## src/rtl/xike_pkg.sv

```systemverilog
// Shared constants and types for the xike frame parser and its neighbours.
// Latency: n/a (declarations only).
// Backpressure: n/a.
package xike_pkg;

    // Parser states: hunting for a header, timestamp halves, amplifier data, tail skip, locked header check
    typedef enum logic [2:0] {
        HUNT  = 3'd0,
        TS_LO = 3'd1,
        TS_HI = 3'd2,
        DATA  = 3'd3,
        TAIL  = 3'd4,
        HDR   = 3'd5
    } xike_state_t;

    // Frame header, transmitted least-significant 16-bit word first
    localparam logic [63:0] RHYTHM_MAGIC = 64'hC691199927021942;

    // Frame geometry shared with spi_intan_interface_4_bank and the spike logic
    localparam int XIKE_NUM_STREAMS   = 8;   // 4 banks x 2 MISO lines
    localparam int XIKE_CH_PER_STREAM = 35;  // 3 aux + 32 amplifier
    localparam int XIKE_TAIL_WORDS    = 10;  // ADC, TTL, filler

endpackage

```

## src/rtl/xike_magic_matcher.sv

```systemverilog
// Sliding 4-word magic header matcher shared by the hunt and locked-header-check phases.
// Latency: match_done/mismatch are combinational on the enabled word; hdr_idx updates on the next edge.
// Backpressure: none; i_en qualifies each word and holds hdr_idx when low.
module xike_magic_matcher
    import xike_pkg::*;
#(
    parameter logic [63:0] MAGIC = RHYTHM_MAGIC
)(
    input  logic        i_clk,
    input  logic        i_rst_n,
    input  logic        i_en,
    input  logic [15:0] i_word,
    output logic        o_match_done,
    output logic        o_mismatch
);

    logic [1:0]  r_hdr_idx;
    logic [15:0] w_expect;
    logic        w_hit;

    assign w_expect     = MAGIC[16*r_hdr_idx +: 16];
    assign w_hit        = (i_word == w_expect);
    assign o_match_done = i_en && w_hit && (r_hdr_idx == 2'd3);
    assign o_mismatch   = i_en && !w_hit;

    // Advance on a matching word (wrapping to 0 after the 4th); on a miss restart, keeping a fresh first word
    always_ff @(posedge i_clk or negedge i_rst_n) begin
        if (!i_rst_n) begin
            r_hdr_idx <= 2'd0;
        end else if (i_en) begin
            if (w_hit) begin
                r_hdr_idx <= r_hdr_idx + 2'd1;
            end else begin
                r_hdr_idx <= (i_word == MAGIC[15:0]) ? 2'd1 : 2'd0;
            end
        end
    end

endmodule

```

## src/rtl/xike_frame_parser.sv

```systemverilog
// Locks onto the magic header in the raw Intan word stream and emits tagged amplifier samples plus frame stats.
// Latency: every output is registered; strobes and sample fields appear 1 cycle after the causing word.
// Backpressure: none; one word per WEN cycle, sustained back-to-back, WEN=0 cycles hold all state.
module xike_frame_parser
    import xike_pkg::*;
#(
    parameter int          NUM_STREAMS   = XIKE_NUM_STREAMS,
    parameter int          CH_PER_STREAM = XIKE_CH_PER_STREAM,
    parameter int          TAIL_WORDS    = XIKE_TAIL_WORDS,
    parameter logic [63:0] MAGIC         = RHYTHM_MAGIC
)(
    input  logic                             spi_clk,
    input  logic                             reset_n,
    input  logic [15:0]                      FIFO_DATA_TO_XIKE,
    input  logic                             FIFO_DATA_TO_XIKE_WEN,
    output logic [15:0]                      sample_data,
    output logic [$clog2(NUM_STREAMS)-1:0]   sample_stream,
    output logic [$clog2(CH_PER_STREAM)-1:0] sample_ch,
    output logic                             sample_valid,
    output logic [31:0]                      timestamp,
    output logic                             frame_start,
    output logic                             frame_done,
    output logic                             locked,
    output logic                             ts_gap,
    output logic [15:0]                      frame_err_cnt,
    input  logic                             clr_stats
);

    localparam int SW = $clog2(NUM_STREAMS);
    localparam int CW = $clog2(CH_PER_STREAM);
    localparam int TW = (TAIL_WORDS > 1) ? $clog2(TAIL_WORDS) : 1;

    xike_state_t r_state;
    logic [15:0] r_ts_lo;
    logic        r_have_prev;   // a timestamp has been captured since the current lock began
    logic [SW-1:0] r_stream;
    logic [CW-1:0] r_ch;
    logic [TW-1:0] r_tail;

    logic        w_match_en;
    logic        w_match_done;
    logic        w_mismatch;
    logic [31:0] w_ts_new;
    logic        w_gap_base;
    logic [15:0] w_err_base;

    assign w_match_en = FIFO_DATA_TO_XIKE_WEN && ((r_state == HUNT) || (r_state == HDR));
    assign w_ts_new   = {FIFO_DATA_TO_XIKE, r_ts_lo};
    // Clear is applied first so a same-cycle error or gap still lands on top of it
    assign w_gap_base = clr_stats ? 1'b0  : ts_gap;
    assign w_err_base = clr_stats ? 16'h0 : frame_err_cnt;

    xike_magic_matcher #(
        .MAGIC        (MAGIC)
    ) u_matcher (
        .i_clk        (spi_clk),
        .i_rst_n      (reset_n),
        .i_en         (w_match_en),
        .i_word       (FIFO_DATA_TO_XIKE),
        .o_match_done (w_match_done),
        .o_mismatch   (w_mismatch)
    );

    // Frame FSM with registered sample, strobe and statistics outputs
    always_ff @(posedge spi_clk or negedge reset_n) begin
        if (!reset_n) begin
            r_state       <= HUNT;
            r_ts_lo       <= '0;
            r_have_prev   <= 1'b0;
            r_stream      <= '0;
            r_ch          <= '0;
            r_tail        <= '0;
            sample_data   <= '0;
            sample_stream <= '0;
            sample_ch     <= '0;
            sample_valid  <= 1'b0;
            timestamp     <= '0;
            frame_start   <= 1'b0;
            frame_done    <= 1'b0;
            locked        <= 1'b0;
            ts_gap        <= 1'b0;
            frame_err_cnt <= '0;
        end else begin
            sample_valid  <= 1'b0;
            frame_start   <= 1'b0;
            frame_done    <= 1'b0;
            ts_gap        <= w_gap_base;
            frame_err_cnt <= w_err_base;
            if (FIFO_DATA_TO_XIKE_WEN) begin
                case (r_state)
                    HUNT: begin
                        if (w_match_done) begin
                            r_state <= TS_LO;
                            locked  <= 1'b1;
                        end
                    end
                    TS_LO: begin
                        r_ts_lo <= FIFO_DATA_TO_XIKE;
                        r_state <= TS_HI;
                    end
                    TS_HI: begin
                        timestamp   <= w_ts_new;
                        frame_start <= 1'b1;
                        if (r_have_prev && (w_ts_new != timestamp + 32'd1)) begin
                            ts_gap <= 1'b1;
                        end
                        r_have_prev <= 1'b1;
                        r_stream    <= '0;
                        r_ch        <= '0;
                        r_state     <= DATA;
                    end
                    DATA: begin
                        sample_data   <= FIFO_DATA_TO_XIKE;
                        sample_stream <= r_stream;
                        sample_ch     <= r_ch;
                        sample_valid  <= 1'b1;
                        if (r_stream == SW'(NUM_STREAMS - 1)) begin
                            r_stream <= '0;
                            if (r_ch == CW'(CH_PER_STREAM - 1)) begin
                                r_ch    <= '0;
                                r_tail  <= '0;
                                r_state <= (TAIL_WORDS == 0) ? HDR : TAIL;
                            end else begin
                                r_ch <= r_ch + 1'b1;
                            end
                        end else begin
                            r_stream <= r_stream + 1'b1;
                        end
                    end
                    TAIL: begin
                        if (r_tail == TW'(TAIL_WORDS - 1)) begin
                            frame_done <= 1'b1;
                            r_tail     <= '0;
                            r_state    <= HDR;
                        end else begin
                            r_tail <= r_tail + 1'b1;
                        end
                    end
                    HDR: begin
                        if (w_match_done) begin
                            r_state <= TS_LO;
                        end else if (w_mismatch) begin
                            // The matcher re-evaluates this word as a hunt candidate in the same cycle
                            frame_err_cnt <= (w_err_base == 16'hFFFF) ? w_err_base : w_err_base + 16'd1;
                            locked        <= 1'b0;
                            r_have_prev   <= 1'b0;
                            r_state       <= HUNT;
                        end
                    end
                    default: r_state <= HUNT;
                endcase
            end
        end
    end

endmodule

```

## config.mk

```make
export PLATFORM = sky130hd
export DESIGN_NAME = xike_frame_parser
export DESIGN_NICKNAME = d
export VERILOG_FILES = /design/src/rtl/xike_pkg.sv /design/src/rtl/xike_magic_matcher.sv /design/src/rtl/xike_frame_parser.sv
export SDC_FILE = /design/constraint.sdc
export NUM_CORES = 1
export LEC_CHECK = 0
export CORE_UTILIZATION = 30
export DETAILED_ROUTE_END_ITERATION = 6
export PLACE_DENSITY = 0.5
export SYNTH_ARGS = -nofsm -noshare
export SYNTH_HDL_FRONTEND = slang
export SYNTH_SLANG_ARGS = --single-unit
export TNS_END_PERCENT = 1
```

## constraint.sdc

```tcl
create_clock -name spi_clk -period 2.4 [get_ports spi_clk]
set_clock_uncertainty 0.2 [all_clocks]
set_input_delay 0.48 -clock spi_clk [delete_from_list [all_inputs] [get_ports spi_clk]]
set_output_delay 0.48 -clock spi_clk [all_outputs]
set_load 0.1 [all_outputs]
```

==> summary.txt, run 1 <==
Mapped Cells: 651
Sw Ratio: 49.3%
Most common cell after layout, fill and taps aside: buf_4
PnR Total Power: 0.0144 W
Unrepaired setup endpoints after global routing: true
Fraction of registers with async set/reset: 100%
GRT Util Overall: 19.8%
Clock power share: 19.5%
Max Fclk: 372 MHz
Combinational cell fraction of total power: 57.6%
Post-DP HPWL: 14,900 um
Area post-placement: 0.00867 sq mm
WS Path Type: register to register
Critical path arrival: 2780 ps
Max FO, Critical Path: 6
Drt pass-1 iters: 4
FF+latch count, synth: 113
Clock root buffer: clkbuf_16
Leakage: 4.31 nW
First-pass GRT wire length: 33,500 um
Clk slew on worst S/H paths: 50 ps
Outcome: complete, but fails checks
CTS tree: done
Worst min path class: register to register
CTS sink cnt: 113
Hold path endpoint: sample_data[8]$_DFFE_PN0P_
Area Overhead vs Synth: 52.8%
Chip Width: 147 um
Post-Layout Inst Area: 0.00964 sq mm
Int Pwr: 0.00731 W
Post-route clock period utilization: 112%
Core Area: 0.0204 sq mm
Total vias in the final route: 5,966
Worst R2R Start: timestamp[21]$_DFFE_PN0P_
Grt ovf: 0
Share of post-route cells with drive strength above 1: 44.4%
Final Wtd Congestion: 0.830
Die extent in y: 147 um
Critical path startpoint category: register
Num rows: 52
Setup-failing EPs final: 9
Antenna Nets Post-Route: 0
Final hold vios: 0
Post-route setup slack: -285 ps
Net load switching power: 0.00710 W
Initial antenna violation count: 1
Worst Hold Launch: sample_data[8]$_DFFE_PN0P_
Min Clock Period, post-route: 2690 ps
Main synth FF type: dfrtp_1
Max-cap violations: 0
Number of synthesized flops with an enable pin: 0
Sequential power share: 22.9%
R2r setup slk: -290 ps
Top-level I/O count: 98
Worst slew margin: 56.8%
Area of the mapped netlist: 0.00631 sq mm
WL/cell: 17.3 um
R2R depth: 8
VDD IR max: 0.00109 V
Sequential cell area fraction in the yosys report: 44.8%
Failing checks: negative setup slack
Largest net degree at the start of global routing: 114
Worst Hold Path Cells: 2
Die area: 0.0216 sq mm
Netlist cell types: 65
Critical Path RT: 2500 ps
CP startpoint: timestamp[21]$_DFFE_PN0P_
Syn Area/Cell: 9.69 sq um
DRC: 0
DP Worst Slack: -749 ps
Final wirelength: 20,500 um
Initial cell density of the core: 30.9%
CTS Buf Count: 17
Non-Filler Instances: 1,187
NumNets Final: 935
Placed cell count: 1,144
Slew @ Worst Pin: 643 ps
Clk_lat worst skew: 420 ps
Most frequent cells in the layout: buf_4, nand2_1, dfrtp_1
Pwr Density: 1500 mW/mm^2
Starting DRT DRC Count: 252
YS warnings: 0
Setup_tns: -356 ps
Vias per inst: 5.03
PortBufs: 97
Max-slew violations: 0
H-tree Lvls: 4
Vias in the first global route: 6,279
Reg-to-Reg End: ts_gap$_DFF_PN0_
Worst setup EP type: register
Mapped Nets: 683
Maximum buffer depth of the clock tree: 2
==> Yosys cell counts (all sizes together) (2+ instances only) <==
cell type  number  share of area (%)
a2111o          2               0.36
a211o           3               0.42
a211oi          5               0.60
a21o            3               0.36
a21oi          17                1.3
a22oi           2               0.24
a31o            3               0.42
a31oi           5               0.50
and3           10               0.99
and4            3               0.44
buf             9               0.81
clkbuf         13               0.77
dfrtp         113                 45
ha             12                2.4
inv            17                1.0
mux2           48                8.6
nand2         119                7.1
nand2b         10               0.99
nand3          31                2.5
nand4          12                1.5
nand4b          5               0.69
nor2           31                1.8
nor2b           9               0.89
nor3           19                1.5
nor4           17                2.5
nor4b           6               0.83
o211a           2               0.32
o211ai          4               0.48
o21ai          29                2.3
o311ai          3               0.42
o31ai           7               0.91
o32ai           2               0.28
or3             5               0.50
or4             3               0.42
or4b            2               0.32
xnor2          36                5.0
xor2           17                2.4
==> flip-flops by register name, summed over array words and instances, names as in the netlist, 2 cells and up <==
signal / cells
r_ch: 6
timestamp: 32
r_state: 3
r_ts_lo: 16
sample_stream: 3
sample_data: 16
sample_ch: 6
u_matcher.r_hdr_idx: 2
r_stream: 3
frame_err_cnt: 16
r_tail: 4
==> cell families (layout without fill, tap and decap cells) <==
logic type      count (synthesis)  in the layout  share of synthesized area [%]
fa+ha+maj                      12             12                           2.38
mux                            49             49                           8.73
other cells                     0              1                              0
xor+xnor                       53             53                           7.36
flops                         113            113                           44.8
buf+inv                        39            304                           2.60
simple gates                  286            286                           23.5
compound gates                 99             99                           10.6
==> routing by layer <==
layer	up-vias	track usage [%]	wire, um
li1	2842	-	-
met1	2982	25.2	9050
met5	-	0	0
met2	114	34.6	10400
met3	28	3.20	755
met4	0	5.77	290
==> cell type report <==
type	count	area, sq um
inverter	17	63.8
clock inverter	10	181
clock buffer	22	464
sequential	113	2930
antenna	1	2.50
timing repair buffer	255	2060
fill	1935	10800
tap	270	338
multi-input combinational	499	3600
==> stage by stage <==
stage / utilization (%) / hold WS [ps]
2_1_floorplan: - / -15.6
3_3_place_gp: 42.5 / 262
3_5_place_dp: 42.5 / 265
4_1_cts: 46.8 / 290
5_1_grt: 47.2 / 306
6_report: 47.2 / 286
==> worst max-delay path by stage <==
stage,to,slack [ps],cells after the start
floorplan,ts_gap$_DFF_PN0_,-200,9
global placement,frame_err_cnt[15]$_DFF_PN0_,-690,9
detailed placement,frame_err_cnt[4]$_DFF_PN0_,-750,11
CTS,ts_gap$_DFF_PN0_,-260,8
global route,ts_gap$_DFF_PN0_,-350,10
finish,ts_gap$_DFF_PN0_,-290,8
==> power groups by stage <==
| stage | Sequential (W) | Clock [W] | Combinational [W] |
|---|---|---|---|
| finish | 0.00330 | 0.00281 | 0.00831 |
| global route | 0.00340 | 0.00296 | 0.00874 |
| CTS | 0.00330 | 0.00287 | 0.00829 |
| detailed placement | 0.00331 | 0 | 0.00807 |
| global placement | 0.00329 | 0 | 0.00798 |
| floorplan | 0.00665 | 0 | 0.00218 |
==> what timing repair did <==
| item | 4_1_cts | 5_1_grt |
|---|---|---|
| resized for setup | 39 | 16 |
| buffers inserted | 9 | 0 |
| endpoints found under the setup margin | 22 | 19 |
| endpoints found under the hold margin | 49 | 0 |
| pin swaps | 16 | 4 |
| hold buffers | 1 | 0 |
==> worst max-delay path, stage by stage (launching register included) <==
cell      delay (ps)
dfrtp_4          400
nand4_1          210
nor3_1           600
a21oi_1          200
a211oi_2         250
o211ai_1         180
nor4_4           310
buf_4            170
a21oi_2           50
Power figures use the tool's default switching activity.
==> run 2: changes to the inputs <==
- CAP_MARGIN: unset -> 30
- SKIP_CTS_REPAIR_TIMING: unset -> 1
==> summary.txt, run 2 (synthesized netlist as in run 1, its figures left out) <==
Antenna Nets Post-Route: 0
Max incr delay on CP: 590 ps
Pwr Density: 1500 mW/mm^2
R2R depth: 8
Top-level I/O count: 98
Final wirelength: 20,200 um
DRC: 0
Most common cell after layout, fill and taps aside: buf_4
CTS Buf Count: 17
Core Area: 0.0204 sq mm
Reg-to-Reg End: ts_gap$_DFF_PN0_
Outcome: complete, but fails checks
Max Fclk: 369 MHz
Post-Layout Inst Area: 0.00948 sq mm
VDD IR max: 0.00108 V
Placed cell count: 1,144
CP startpoint: timestamp[21]$_DFFE_PN0P_
Final hold vios: 43
NumNets Final: 927
Share of post-route cells with drive strength above 1: 43.1%
Initial antenna violation count: 0
Post-route setup slack: -312 ps
Initial cell density of the core: 30.9%
Num rows: 52
Slew @ Worst Pin: 657 ps
Cell Chain, Critical Path: nand4_1 -> nor3_1 -> a21oi_1 -> a211oi_1 -> o211ai_1 -> nor4_2 -> buf_4 -> a21oi_1
Clock root buffer: clkbuf_16
PortBufs: 97
CTS sink cnt: 113
Post-route clock period utilization: 113%
Max-slew violations: 0
Non-Filler Instances: 1,178
Largest net degree at the start of global routing: 114
Critical path startpoint category: register
WL/cell: 17.2 um
Most frequent CP cell: a21oi_1
# fillers: 1,947
Leakage: 4.26 nW
Area post-placement: 0.00867 sq mm
Unrepaired setup endpoints after global routing: true
Vias in the first global route: 6,212
Clk slew on worst S/H paths: 60 ps
Worst R2R Start: timestamp[21]$_DFFE_PN0P_
Clk_lat worst skew: 420 ps
Starting DRT DRC Count: 308
Antenna diodes: 0
CTS tree: done
Failing checks: negative hold slack, negative setup slack
Min Clock Period, post-route: 2710 ps
Worst min path class: input port to async pin
Maximum buffer depth of the clock tree: 2
Largest register FFs: 32
GRT Util Overall: 19.6%
Max FO, Critical Path: 6
Most flops, register: timestamp
Drt pass-1 iters: 4
Setup-failing EPs final: 12
Die extent in y: 147 um
PnR Total Power: 0.0143 W
Most frequent cells in the layout: buf_4, nand2_1, dfrtp_1
Slowest-stage cell, CP: nor3_1
Final Wtd Congestion: 0.830
First-pass GRT wire length: 33,100 um
WS Path Type: register to register
Max-cap violations: 0
Die area: 0.0216 sq mm
R2r setup slk: -310 ps
Total vias in the final route: 5,877
Worst hold slack: -81.4 ps
Setup_tns: -691 ps
Vias per inst: 4.99
Post-DP HPWL: 14,900 um
Chip Width: 147 um
Critical Path RT: 2500 ps
Worst slew margin: 56.2%
Critical path arrival: 2810 ps
Grt ovf: 0
Area Overhead vs Synth: 50.3%
H-tree Lvls: 4
Worst setup EP type: register
## run 2: changes by cell type in the layout (fill, tap and decap cells not counted), moves of 3 or more
cell / change
dlymetal6s2s_1: +4
buf_6: -3
buf_4: -3
o21ai_1: -3
dlygate4sd2_1: -6
## run 2: routing by layer
metal / wire [um] / GRT usage [%]
met5: 0 / 0
met4: 235 / 6.03
met3: 638 / 3.23
met2: 10300 / 33.5
met1: 9110 / 25.2
## run 2: worst max-delay path by stage
stage                                  end  slack (ps)
2_1_floorplan             ts_gap$_DFF_PN0_        -200
3_3_place_gp   frame_err_cnt[15]$_DFF_PN0_        -690
3_5_place_dp    frame_err_cnt[4]$_DFF_PN0_        -750
4_1_cts                   ts_gap$_DFF_PN0_        -520
5_1_grt                   ts_gap$_DFF_PN0_        -380
6_report                  ts_gap$_DFF_PN0_        -310
## run 2: power by group
group | switching (W) | internal (W) | total (W)
Sequential | 0.000588 | 0.00270 | 0.00329
Combinational | 0.00555 | 0.00261 | 0.00816
Clock | 0.000914 | 0.00189 | 0.00281
## run 2: worst max-delay path, delay by kind of cell (launching register included)
kind / cells / cell delay [ps]
AO/OA/AOI/OAI: 4 / 690
AND/OR/NAND/NOR: 3 / 1140
flip-flops: 1 / 400
buffers and inverters: 1 / 170
## run 2: cell type report
| class | count | area [sq um] | area share (%) |
|---|---|---|---|
| Sequential cell | 113 | 2930 | 30.9 |
| Clock inverter | 10 | 181 | 1.91 |
| Tap cell | 270 | 338 | 3.56 |
| Clock buffer | 22 | 464 | 4.89 |
| Timing Repair Buffer | 247 | 1990 | 21.0 |
| Multi-Input combinational cell | 499 | 3520 | 37.1 |
| Inverter | 17 | 63.8 | 0.673 |
## run 2: stage by stage
stage | util, % | setup slack [ps]
2_1_floorplan | - | -203
3_3_place_gp | 42.5 | -694
3_5_place_dp | 42.5 | -749
4_1_cts | 45.6 | -523
5_1_grt | 46.4 | -379
6_report | 46.4 | -312
